**config.mk**
```make
export PLATFORM = sky130hd
export DESIGN_NAME = exec_unit
export DESIGN_NICKNAME = d
export VERILOG_FILES = /design/src/rtl/exec_pkg.sv /design/src/rtl/shift_add_multiplier.sv /design/src/rtl/exec_unit.sv
export SDC_FILE = /design/constraint.sdc
export NUM_CORES = 1
export LEC_CHECK = 0
export CELL_PAD_IN_SITES_DETAIL_PLACEMENT = 0
export CELL_PAD_IN_SITES_GLOBAL_PLACEMENT = 1
export CORE_ASPECT_RATIO = 1.1
export CORE_MARGIN = 2
export CORE_UTILIZATION = 46
export CTS_CLUSTER_DIAMETER = 50
export DETAILED_ROUTE_END_ITERATION = 8
export MAX_ROUTING_LAYER = met4
export PLACE_DENSITY_LB_ADDON = 0.1
export SYNTH_ARGS = -nofsm -noshare
export SYNTH_HDL_FRONTEND = slang
export SYNTH_SLANG_ARGS = --single-unit
```
**constraint.sdc**
```tcl
create_clock -name clock -period 3.8 [get_ports clock]
set_clock_uncertainty 0.1 [all_clocks]
set_input_delay 0.57 -clock clock [delete_from_list [all_inputs] [get_ports clock]]
set_output_delay 0.57 -clock clock [all_outputs]
set_load 0.01 [all_outputs]
```
**src/rtl/exec_pkg.sv**
```systemverilog
`default_nettype none
// ============================================================================
// exec_pkg : opcode and FSM state encodings shared by the execute stage
// Rev 1.0
// ============================================================================
package exec_pkg;

  localparam int OPCODE_W = 4;

  typedef enum logic [OPCODE_W-1:0] {
    OP_ADD = 4'd0,
    OP_SUB = 4'd1,
    OP_AND = 4'd2,
    OP_OR  = 4'd3,
    OP_XOR = 4'd4,
    OP_NOT = 4'd5,
    OP_SHL = 4'd6,
    OP_SHR = 4'd7,
    OP_MUL = 4'd8,
    OP_CMP = 4'd9,
    OP_MOV = 4'd10
  } opcode_e;

  typedef enum logic [1:0] {
    IDLE = 2'd0,
    EXEC = 2'd1,
    MUL  = 2'd2,
    WB   = 2'd3
  } state_e;

  function automatic logic is_legal(input logic [OPCODE_W-1:0] op);
    return op <= OP_MOV;
  endfunction

endpackage
`default_nettype wire

```
**src/rtl/shift_add_multiplier.sv**
```systemverilog
`default_nettype none
// ============================================================================
// shift_add_multiplier : iterative unsigned multiply, one partial product/cycle
// Rev 1.0
// ============================================================================
module shift_add_multiplier #(
  parameter int size_reg = 16
) (
  input  logic                  clock,
  input  logic                  reset,
  input  logic                  start,
  input  logic [size_reg-1:0]   a,
  input  logic [size_reg-1:0]   b,
  output logic                  done,
  output logic [2*size_reg-1:0] product
);

  localparam int CNT_W = $clog2(size_reg) + 1;

  logic [2*size_reg-1:0] mcand;
  logic [size_reg-1:0]   mplier;
  logic [CNT_W-1:0]      count;
  logic                  running;

  always_ff @(posedge clock) begin
    if (!reset) begin
      done    <= 1'b0;
      product <= '0;
      mcand   <= '0;
      mplier  <= '0;
      count   <= '0;
      running <= 1'b0;
    end else begin
      done <= 1'b0;
      if (start) begin
        product <= '0;
        mcand   <= {{size_reg{1'b0}}, a};
        mplier  <= b;
        count   <= CNT_W'(size_reg);
        running <= 1'b1;
      end else if (running) begin
        if (mplier[0]) product <= product + mcand;
        mcand  <= mcand << 1;
        mplier <= mplier >> 1;
        count  <= count - CNT_W'(1);
        // done is raised together with the final accumulation
        if (count == CNT_W'(1)) begin
          running <= 1'b0;
          done    <= 1'b1;
        end
      end
    end
  end

endmodule
`default_nettype wire

```
**src/rtl/exec_unit.sv**
```systemverilog
`default_nettype none
// ============================================================================
// exec_unit : execute stage with single-cycle ALU, iterative MUL, write-back
// Rev 1.0
// ============================================================================
module exec_unit
  import exec_pkg::*;
#(
  parameter int size_reg = 16,
  parameter int addr_reg = 2
) (
  input  logic                clock,
  input  logic                reset,
  input  logic                start,
  input  logic [OPCODE_W-1:0] opcode,
  input  logic [addr_reg-1:0] dest,
  input  logic [size_reg-1:0] op_a,
  input  logic [size_reg-1:0] op_b,
  output logic                busy,
  output logic                done,
  output logic                illegal,
  output logic                write_reg,
  output logic [addr_reg-1:0] end_write,
  output logic [size_reg-1:0] write_data,
  output logic                flag_z,
  output logic                flag_n,
  output logic                flag_c,
  output logic                flag_v
);

  localparam int SHW = $clog2(size_reg);
  localparam int MSB = size_reg - 1;

  state_e                state;
  logic [OPCODE_W-1:0]   op_q;
  logic [addr_reg-1:0]   dest_q;
  logic [size_reg-1:0]   a_q;
  logic [size_reg-1:0]   b_q;

  logic                  mul_start;
  logic                  mul_done;
  logic [2*size_reg-1:0] product;

  logic [size_reg:0]     sum;
  logic [size_reg:0]     diff;
  logic [size_reg:0]     shl_ext;
  logic [size_reg:0]     shr_ext;
  logic [SHW-1:0]        amt;
  logic [size_reg-1:0]   alu_res;
  logic                  alu_c;
  logic                  alu_v;
  logic                  alu_wr;

  // Multiplier loads straight from the ports on the accept edge
  assign mul_start = (state == IDLE) && start && (opcode == OP_MUL);

  shift_add_multiplier #(.size_reg(size_reg)) u_mul (
    .clock   (clock),
    .reset   (reset),
    .start   (mul_start),
    .a       (op_a),
    .b       (op_b),
    .done    (mul_done),
    .product (product)
  );

  // Extra bit on each shift captures the last bit shifted out
  assign amt     = b_q[SHW-1:0];
  assign sum     = {1'b0, a_q} + {1'b0, b_q};
  assign diff    = {1'b0, a_q} - {1'b0, b_q};
  assign shl_ext = {1'b0, a_q} << amt;
  assign shr_ext = {a_q, 1'b0} >> amt;

  always_comb begin
    alu_res = '0;
    alu_c   = 1'b0;
    alu_v   = 1'b0;
    alu_wr  = 1'b1;
    case (op_q)
      OP_ADD: begin
        alu_res = sum[MSB:0];
        alu_c   = sum[size_reg];
        alu_v   = (a_q[MSB] == b_q[MSB]) && (sum[MSB] != a_q[MSB]);
      end
      OP_SUB, OP_CMP: begin
        alu_res = diff[MSB:0];
        alu_c   = diff[size_reg];
        alu_v   = (a_q[MSB] != b_q[MSB]) && (diff[MSB] != a_q[MSB]);
        alu_wr  = (op_q != OP_CMP);
      end
      OP_AND: alu_res = a_q & b_q;
      OP_OR:  alu_res = a_q | b_q;
      OP_XOR: alu_res = a_q ^ b_q;
      OP_NOT: alu_res = ~a_q;
      OP_SHL: begin
        alu_res = shl_ext[MSB:0];
        alu_c   = shl_ext[size_reg];
      end
      OP_SHR: begin
        alu_res = shr_ext[size_reg:1];
        alu_c   = shr_ext[0];
      end
      OP_MOV: alu_res = b_q;
      default: alu_wr = 1'b0;
    endcase
  end

  always_ff @(posedge clock) begin
    if (!reset) begin
      state      <= IDLE;
      op_q       <= '0;
      dest_q     <= '0;
      a_q        <= '0;
      b_q        <= '0;
      busy       <= 1'b0;
      done       <= 1'b0;
      illegal    <= 1'b0;
      write_reg  <= 1'b0;
      end_write  <= '0;
      write_data <= '0;
      flag_z     <= 1'b0;
      flag_n     <= 1'b0;
      flag_c     <= 1'b0;
      flag_v     <= 1'b0;
    end else begin
      done      <= 1'b0;
      illegal   <= 1'b0;
      write_reg <= 1'b0;
      case (state)
        IDLE: begin
          if (start) begin
            op_q   <= opcode;
            dest_q <= dest;
            a_q    <= op_a;
            b_q    <= op_b;
            busy   <= 1'b1;
            state  <= (opcode == OP_MUL) ? MUL : EXEC;
          end
        end
        EXEC: begin
          state     <= WB;
          done      <= 1'b1;
          illegal   <= !is_legal(op_q);
          write_reg <= alu_wr;
          if (alu_wr) begin
            end_write  <= dest_q;
            write_data <= alu_res;
          end
          if (is_legal(op_q)) begin
            flag_z <= (alu_res == '0);
            flag_n <= alu_res[MSB];
            flag_c <= alu_c;
            flag_v <= alu_v;
          end
        end
        MUL: begin
          if (mul_done) begin
            state      <= WB;
            done       <= 1'b1;
            write_reg  <= 1'b1;
            end_write  <= dest_q;
            write_data <= product[MSB:0];
            flag_z     <= (product[MSB:0] == '0);
            flag_n     <= product[MSB];
            flag_c     <= (product[2*size_reg-1:size_reg] != '0);
            flag_v     <= 1'b0;
          end
        end
        WB: begin
          state <= IDLE;
          busy  <= 1'b0;
        end
        default: state <= IDLE;
      endcase
    end
  end

endmodule
`default_nettype wire

```
==> impl_results.md <==
* Run status: completed
* Avg Vias per Cell at 6.16
* Setup fix buffers added after clock tree synthesis at 0
* 1st-iter DRT viols at 1157
* Largest net degree at the start of global routing at 92
* # clock sinks at 153
* Average size of a mapped cell at 7.85 um2
* R2r startpoint: a_q[0]
* Power density over cell area at 511 mW/mm2
* Antenna violation net count after detailed routing at 0
* Std-Cell Core Area at 0.0254 mm2
* Final setup violating endpoints at 0
* Setup slack, reg-to-reg at 240 ps
* EDFF count, synth at 0
* Clk root buf: clkbuf_16
* Actual transition at the worst max-transition pin at 1010 ps
* Share of Yosys cell area claimed by the top area cell type at 25.7%
* Type of the worst setup path: reg2reg
* Port buffer count at 66
* DRT Wirelength at 42600 um
* Total number of yosys warnings at 0
* Cell variety after synth at 82
* Hold Violations, Final at 0
* Post-placement setup slack at 300 ps
* Final core utilization at 53.9%
* Diode count at 0
* Met3 Use GR at 4.54%
* Total overflow reported by the global router at 0
* Portion of the post-synthesis area used by sequential elements at 25.7%
* Endpoint of the worst-slack reg-to-reg timing path: flag_n
* Slew Viols, Final at 0
* Fraction of registers with async set/reset at 0%
* Post-Synthesis Cell Area at 0.0119 mm2
* Number of cells upsized or downsized after cts at 0
* Worst hold slack at 350 ps
* Overall global routing resource usage at 32.4%
* Prevailing post-synth register cell: dfxtp_1
* Switch Pwr at 0.00301 W
* Min-delay worst type: reg2reg
* Switching share of total power at 43.0%
* Number of rows created at floorplan at 61
* Cell depth of the worst hold path at 2
* Most repeated cell in the gate-level netlist after synthesis: nand2_1
* Met2 track demand over resource in global routing at 47.2%
* Combinational cell fraction of total power at 49.1%
* Setup Total Neg Slack at 0 ps
* Number of max-cap violations at 0
* Top flop regs: u_mul.mcand (32), u_mul.product (32)
* Setup repair after global routing missed its margin: false
* Count of pins on the block boundary at 67
* Worst Path Required at 4020 ps
* Vias after detailed routing at 11800
* Vertical die dimension at 173 um
* Data arrival time at the worst-slack endpoint at 3780 ps
* Initial Util at 46.9%
* Final Wtd Congestion at 1.00
* Remaining max-slew budget at the tightest pin at 32.3%
* 1st-pass router iterations at 6
* Critical Path Fanout Max at 9
* Routed WL per cell at 22.2 um
* Leakage Power at 5.12 nW
* Estimated wirelength of the detail-placed design at 32800 um
* Internal power of the cells at 0.00399 W
* Antenna violations before repair at 1
* Worst IR drop on VDD at 0.289 mV
* Post-route worst setup slack at 237 ps
* Ratio of cells with drive above 1 in the final layout at 10.0%
* Die area at 0.0272 mm2
* Clock tree from TritonCTS: built
* DR DRC count at 0
* Number of global-route vias before repair at 11200
* Highest attainable clock frequency at 0.281 GHz
* Hold buffers post-CTS at 0
* Most frequent cells after synthesis: 203 x nand2_1, 153 x dfxtp_1, 139 x a21oi_1
* Number of cell instances on the worst register-to-register path at 11
* Die Span X at 158 um
* Wire length of the first global-routing pass at 66200 um
* Number of H-tree branching levels at 4
* Clock transition at the register clock pins on the worst setup and hold paths after CTS at 60 ps
* Share of the clock period used by the worst path at 93.8%
* Met1 routing resource usage after global routing at 45.0%
* Layout Nets at 1694
* Kind of start point of the critical path: register
* Post-Syn Nets at 1649
* Clock power frac at 22.6%
* Post-synthesis cell type with the largest combined area: dfxtp_1
* Worst hold path endpoint: write_data[6]
* Shortest period the worst path allows at 3560 ps
* Sequential fraction of design power at 28.3%
* Source of the worst hold timing path: write_data[6]
* Post-synthesis register bit count at 153
* Num CTS Buffers at 17
* Synth top area cells: dfxtp_1 26%, ha_1 9.0%, nand2_1 6.4%
* Crit. End Element: register
* CTS Buffer Depth at 2
* Most Crowded Layer GR: met2
* Area delta synth->final at 14.8%
* Source-to-sink clock delay at the later pin of the worst-skew pair at 430 ps
* Cells after synthesis at 1519
-- stage by stage --
| stage | total power [W] | instance area, um2 | cells |
|---|---|---|---|
| finish | 0.00700 | 13700 | 1923 |
| floorplan | 0.00413 | 11900 | 1519 |
| CTS | 0.00697 | 13700 | 1923 |
| global placement | 0.00537 | 13200 | 1891 |
| detailed placement | 0.00538 | 13200 | 1891 |
| global route | 0.00737 | 13700 | 1923 |
-- area by class of cell --
type	count	area [um2]
well taps	346	433
clock buffers	22	464
flip-flops and latches	153	3070
multi-input cells	1190	8190
inverters	61	229
clock inverters	10	70.1
fillers	2530	11700
repair buffers	141	1240
-- power groups by stage --
stage | logic (W) | registers, W | clock network [W]
finish | 0.00344 | 0.00198 | 0.00158
global route | 0.00369 | 0.00200 | 0.00168
CTS | 0.00338 | 0.00197 | 0.00161
detailed placement | 0.00337 | 0.00201 | 0
global placement | 0.00336 | 0.00201 | 0
floorplan | 0.00217 | 0.00196 | 0
-- cell usage in the layout, fill, tap and decap left out, types with 25 or more instances in the layout --
cell             instances
a211oi_1                55
a21oi_1                139
buf_4                   74
clkdlybuf4s50_1         66
dfxtp_1                150
ha_1                    86
inv_1                   58
mux2i_1                 76
mux4_2                  25
nand2_1                201
nand3_1                 30
nor2_1                 134
nor3_1                  35
o21ai_0                 48
-- worst max-delay path, stage by stage (launching register included) --
cell and delay (ps):
dfxtp_1 530, inv_1 120, ha_1 270, or2_1 220, a221oi_1 490, a211oi_1 250, o41a_1 410, a2111oi_0 430
a32oi_1 110, nor2_1 180, nand2_1 90, a32o_1 240
-- worst max-delay path by stage --
stage          cells after the start              from  slack (ps)           endpoint
2_1_floorplan                     11            b_q[2]         410             flag_v
3_3_place_gp                      11            a_q[0]         350             flag_n
3_5_place_dp                      11            a_q[0]         300             flag_n
4_1_cts                           11            a_q[0]         290             flag_n
5_1_grt                           13  u_mul.product[0]          90  u_mul.product[24]
6_report                          11            a_q[0]         240             flag_n
-- routing by layer --
layer	share of wire (%)	wire [um]	up-vias
li1	-	-	5632
met1	45	19400	5710
met2	44	19000	418
met3	6.3	2680	83
met4	3.8	1600	0
met5	0	0	-
-- cells by family after synthesis --
logic type / after synthesis / share of synthesized area (%)
simple gates: 523 / 20.3
compound gates: 435 / 24.2
buf+inv: 176 / 5.70
flops: 153 / 25.7
mux: 115 / 12.6
fa+ha+maj: 89 / 9.53
xor+xnor: 28 / 2.06
Note: power is estimated with default switching activity, not from simulation.
